$ cat src/rtl/dot_accumulate.sv
// Multiply-accumulate over ARGS (unsigned Q0.8 activation, signed Q8.8 weight) pairs,
// rounded and saturated to signed Q8.8 and presented on a stb/rdy result port.
module dot_accumulate #(
  parameter int ARGS = 4
) (
  input  logic        clk,
  input  logic        rst,
  input  logic        inp_stb,
  output logic        inp_rdy,
  input  logic [7:0]  inp_dat,
  input  logic [15:0] inp_wgt,
  output logic        res_stb,
  input  logic        res_rdy,
  output logic [15:0] res_dat
);

  localparam int CW = (ARGS > 1) ? $clog2(ARGS) : 1;

  typedef enum logic {ST_ACC, ST_OUT} state_t;

  state_t             state_q;
  logic signed [31:0] acc_q;
  logic signed [31:0] acc_d;
  logic [CW-1:0]      cnt_q;
  logic               inp_rdy_q;
  logic               res_stb_q;
  logic [15:0]        res_dat_q;

  logic signed [23:0] dat_ext;
  logic signed [23:0] wgt_ext;
  logic signed [23:0] prod;
  logic signed [31:0] rnd;
  logic signed [31:0] shifted;
  logic [15:0]        sat;
  logic               accept;
  logic               last;

  // 24-bit operands keep the 9x16 product exact: 255 * -32768 still fits in Q8.16.
  always_comb begin
    dat_ext = {16'b0, inp_dat};
    wgt_ext = {{8{inp_wgt[15]}}, inp_wgt};
    prod    = dat_ext * wgt_ext;
    acc_d   = acc_q + {{8{prod[23]}}, prod};
    rnd     = acc_d + 32'sd128;
    shifted = rnd >>> 8;
    if (shifted > 32'sd32767) begin
      sat = 16'h7fff;
    end else if (shifted < -32'sd32768) begin
      sat = 16'h8000;
    end else begin
      sat = shifted[15:0];
    end
    accept = (state_q == ST_ACC) && inp_rdy_q && inp_stb;
    last   = (cnt_q == CW'(ARGS - 1));
  end

  always_ff @(posedge clk or negedge rst) begin
    if (!rst) begin
      state_q   <= ST_ACC;
      acc_q     <= '0;
      cnt_q     <= '0;
      inp_rdy_q <= 1'b0;
      res_stb_q <= 1'b0;
      res_dat_q <= '0;
    end else begin
      case (state_q)
        ST_ACC: begin
          inp_rdy_q <= 1'b1;
          if (accept) begin
            acc_q <= acc_d;
            if (last) begin
              res_dat_q <= sat;
              res_stb_q <= 1'b1;
              inp_rdy_q <= 1'b0;
              state_q   <= ST_OUT;
            end else begin
              cnt_q <= cnt_q + CW'(1);
            end
          end
        end
        ST_OUT: begin
          if (res_rdy) begin
            res_stb_q <= 1'b0;
            inp_rdy_q <= 1'b1;
            acc_q     <= '0;
            cnt_q     <= '0;
            state_q   <= ST_ACC;
          end
        end
        default: state_q <= ST_ACC;
      endcase
    end
  end

  assign inp_rdy = inp_rdy_q;
  assign res_stb = res_stb_q;
  assign res_dat = res_dat_q;

endmodule

$ cat config.mk
export PLATFORM = sky130hd
export DESIGN_NAME = dot_accumulate
export DESIGN_NICKNAME = d
export VERILOG_FILES = /design/src/rtl/dot_accumulate.sv
export SDC_FILE = /design/constraint.sdc
export NUM_CORES = 1
export LEC_CHECK = 0
export ABC_AREA = 0
export CORE_MARGIN = 2
export CORE_UTILIZATION = 30
export DETAILED_ROUTE_END_ITERATION = 6
export PLACE_DENSITY = 0.55
export SYNTH_ARGS = -nofsm -noshare
export SYNTH_HDL_FRONTEND = slang
export SYNTH_SLANG_ARGS = --single-unit
export TNS_END_PERCENT = 1
$ cat constraint.sdc
create_clock -name clk -period 4.92 [get_ports clk]
set_clock_uncertainty 0.15 [all_clocks]
set_input_delay 0.492 -clock clk [delete_from_list [all_inputs] [get_ports clk]]
set_output_delay 0.492 -clock clk [all_outputs]
set_load 0.05 [all_outputs]
==> results.yml <==
outcome:
  status: "finished, violations left"
  violations: "negative setup slack"
placed_design:
  pre_cts_slack_ns: -4.09
  place.gp.congestion: 0.853
  dp_hpwl_mm: 20.1
  port_buffers: 45
setup_path:
  cp_slowest_cell: "fa_1"
  crit_top_cell: "fa_1"
  cp_num_buf_inv: 7
  cp_data_arrival_time_ns: 8.24
  cp-start-kind: "input port"
  critical_path.top_delay_family: "adder cells"
  cp.depth: 36
  timing.rr.start: "acc_q[0]"
  max_stage_delay_ns: 0.55
  r2r_cells: 20
  end_kind: "flip-flop"
  reg2reg_to: "res_dat[4]"
  crit_type: "in -> reg"
  rrSetupSlack_ns: 0.52
  crit_fanout: 15
  crit_required_ns: 4.96
grt:
  grt_pass1_vias: 9066
  grt_overflow: 0
  grt_pass1_wl_mm: 42.6
  grt_max_degree: 54
  antenna_found_initial: 0
  grt_usage_pct: 15.4
cts:
  clk_pin_slew_worst_paths_ns: 0.07
  cts_tree: "yes"
  cts-htree-levels: 2
  clock-sinks: 53
  cts_inserted_buffers: 5
  cts_buffer_depth: 2
  clk_latency_ns: 0.30
  cts_root_buf: "clkbuf_16"
  cts_hold_buf: 0
sta:
  maxSlewViolCount: 0
  tightest_slew_ns: 0.736
  grt_setup_unrepaired: "yes"
  period_minus_slack_ns: 8.20
  finalHoldViolations: 0
  maxSlewHeadroom_pct: 50.9
  fmax_mhz: 122
  setup_viol_count_final: 41
  min_period_over_period_pct: 167
  tns_ns: -91.81
  setup_ws_ns: -3.28
yosys:
  synth-edff-count: 0
  synth-seq-cells: 53
  synth.net_count: 1328
  ys.flop_type: "dfrtp_1"
  synth_area_um2: 9490
  ys_seq_area_share_pct: 14.0
  synth.most_common_cell: "inv_1"
  synth_commonest_cells: "inv_1, nand2_1, fa_1"
  yosysUniqueCellTypes: 89
  netlist_instances: 1118
  synth_area_leaders: "fa_1, dfrtp_1, ha_1"
  yosysTopAreaCell: "fa_1"
  yosys.area.top_type_share_pct: 21.3
  yosys_warnings: 0
  async_flop_share_pct: 100
  avgSynthCellArea_um2: 8.48
floorplan:
  fp.dieW_um: 182
  core_um2: 31300
  start_util_pct: 30.3
  die_h_um: 182
  die_area_um2: 33100
  rows: 65
  pin_count: 46
layout:
  area_growth_pct: 38.5
  fillers: 3089
  layout.nets: 1623
  num_antenna_cells: 0
  multi_input_area_um2: 7880
  register_area_um2: 1330
  drive_gt1_share_pct: 29.2
  postLayoutCoreUtil_pct: 42.0
drt:
  drt-vias-per-instance: 4.67
  drc_errors: 0
  ant_nets: 0
  drt_iter0_drc: 265
  firstDrtPassIters: 4
  routed-via-count: 8481
  avgRoutedWirePerCell_um: 13.4
  routed_wl_mm: 24.3
job:
  cap_violations: 0
worst_hold_path:
  min_path_type: "in -> async"
what timing repair did:
| action | CTS | global route |
|---|---|---|
| resized for setup | 56 | 29 |
| gates cloned | 1 | 0 |
| setup buffers | 9 | 1 |
| setup endpoints to repair | 42 | 42 |
| pin swaps | 32 | 12 |
worst max-delay path by stage:
| stage | start | endpoint | slack (ns) |
|---|---|---|---|
| floorplan | inp_dat[2] | res_dat[10] | -2.89 |
| detailed placement | inp_wgt[4] | res_dat[4] | -4.09 |
| finish | inp_dat[1] | res_dat[4] | -3.28 |
| global route | inp_dat[1] | res_dat[0] | -3.74 |
| CTS | inp_dat[1] | res_dat[4] | -3.22 |
| global placement | inp_wgt[4] | res_dat[12] | -4.00 |
layer usage:
metal	wire length, um	up-vias	share of wire, %	global-route usage [%]
li1	-	4302	-	-
met1	12200	4069	50	20.8
met2	11400	96	47	27.0
met3	498	14	2.0	1.36
met4	238	0	0.98	3.28
met5	0	-	0	0
area by class of cell:
type | count | share of cell area [%]
clock buffer | 5 | 0.952
clock inverter | 2 | 0.267
inverter | 164 | 4.69
multi-input combinational | 869 | 60.0
sequential | 53 | 10.1
tap | 402 | 3.83
timing repair buffer | 320 | 20.2
cells by family after synthesis:
family	Yosys count	synth area share [%]
adders and majority gates	182	32.0
and+or+nand+nor	421	23.5
DFF	53	14.0
xor gates and xnor gates	63	6.29
AOI/OAI and AO/OA	198	15.4
buffers and inverters	196	8.30
muxes	5	0.554
sequential cells by signal, summed over array words and instances, names as in the netlist:
register,count
cnt_q,2
res_dat,16
acc_q,32
inp_rdy,1
res_stb,1
state_q,1
placed cells by master, fill, tap and decap left out, types with 21 or more instances in the layout:
cell,instances
nor3_1,25
dfrtp_1,53
ha_1,74
o21ai_0,27
nand2_1,122
clkdlybuf4s50_1,38
and2_1,74
xor2_1,21
nor2_1,75
a21oi_1,29
fa_1,99
buf_4,260
inv_1,159
xnor2_1,29
worst register-to-register path, stage by stage (launching register included):
cell and delay [ns]:
dfrtp_1 0.36, ha_1 0.18, inv_1 0.06, fa_1 0.39, nand2b_1 0.19, a21oi_2 0.28, nor3_4 0.11, o21ai_4 0.19
o211ai_1 0.22, buf_4 0.20, buf_4 0.12, o21a_1 0.23, nor4b_4 0.26, and2_1 0.23, buf_4 0.13, a41o_1 0.18
o211a_1 0.14, and4_1 0.23, buf_12 0.17, nor3_1 0.06, a211o_1 0.23
stage by stage:
stage               hold WS [ns]  instance area (um2)  std cells
floorplan                 0.0464                 9710       1118
global placement           0.309                12500       1797
detailed placement         0.315                12500       1797
CTS                        0.218                13000       1814
global route               0.237                13100       1815
finish                     0.179                13100       1815
Power is not shown: default switching activity piles up to over one toggle a cycle in this logic, so the estimate is an artifact.
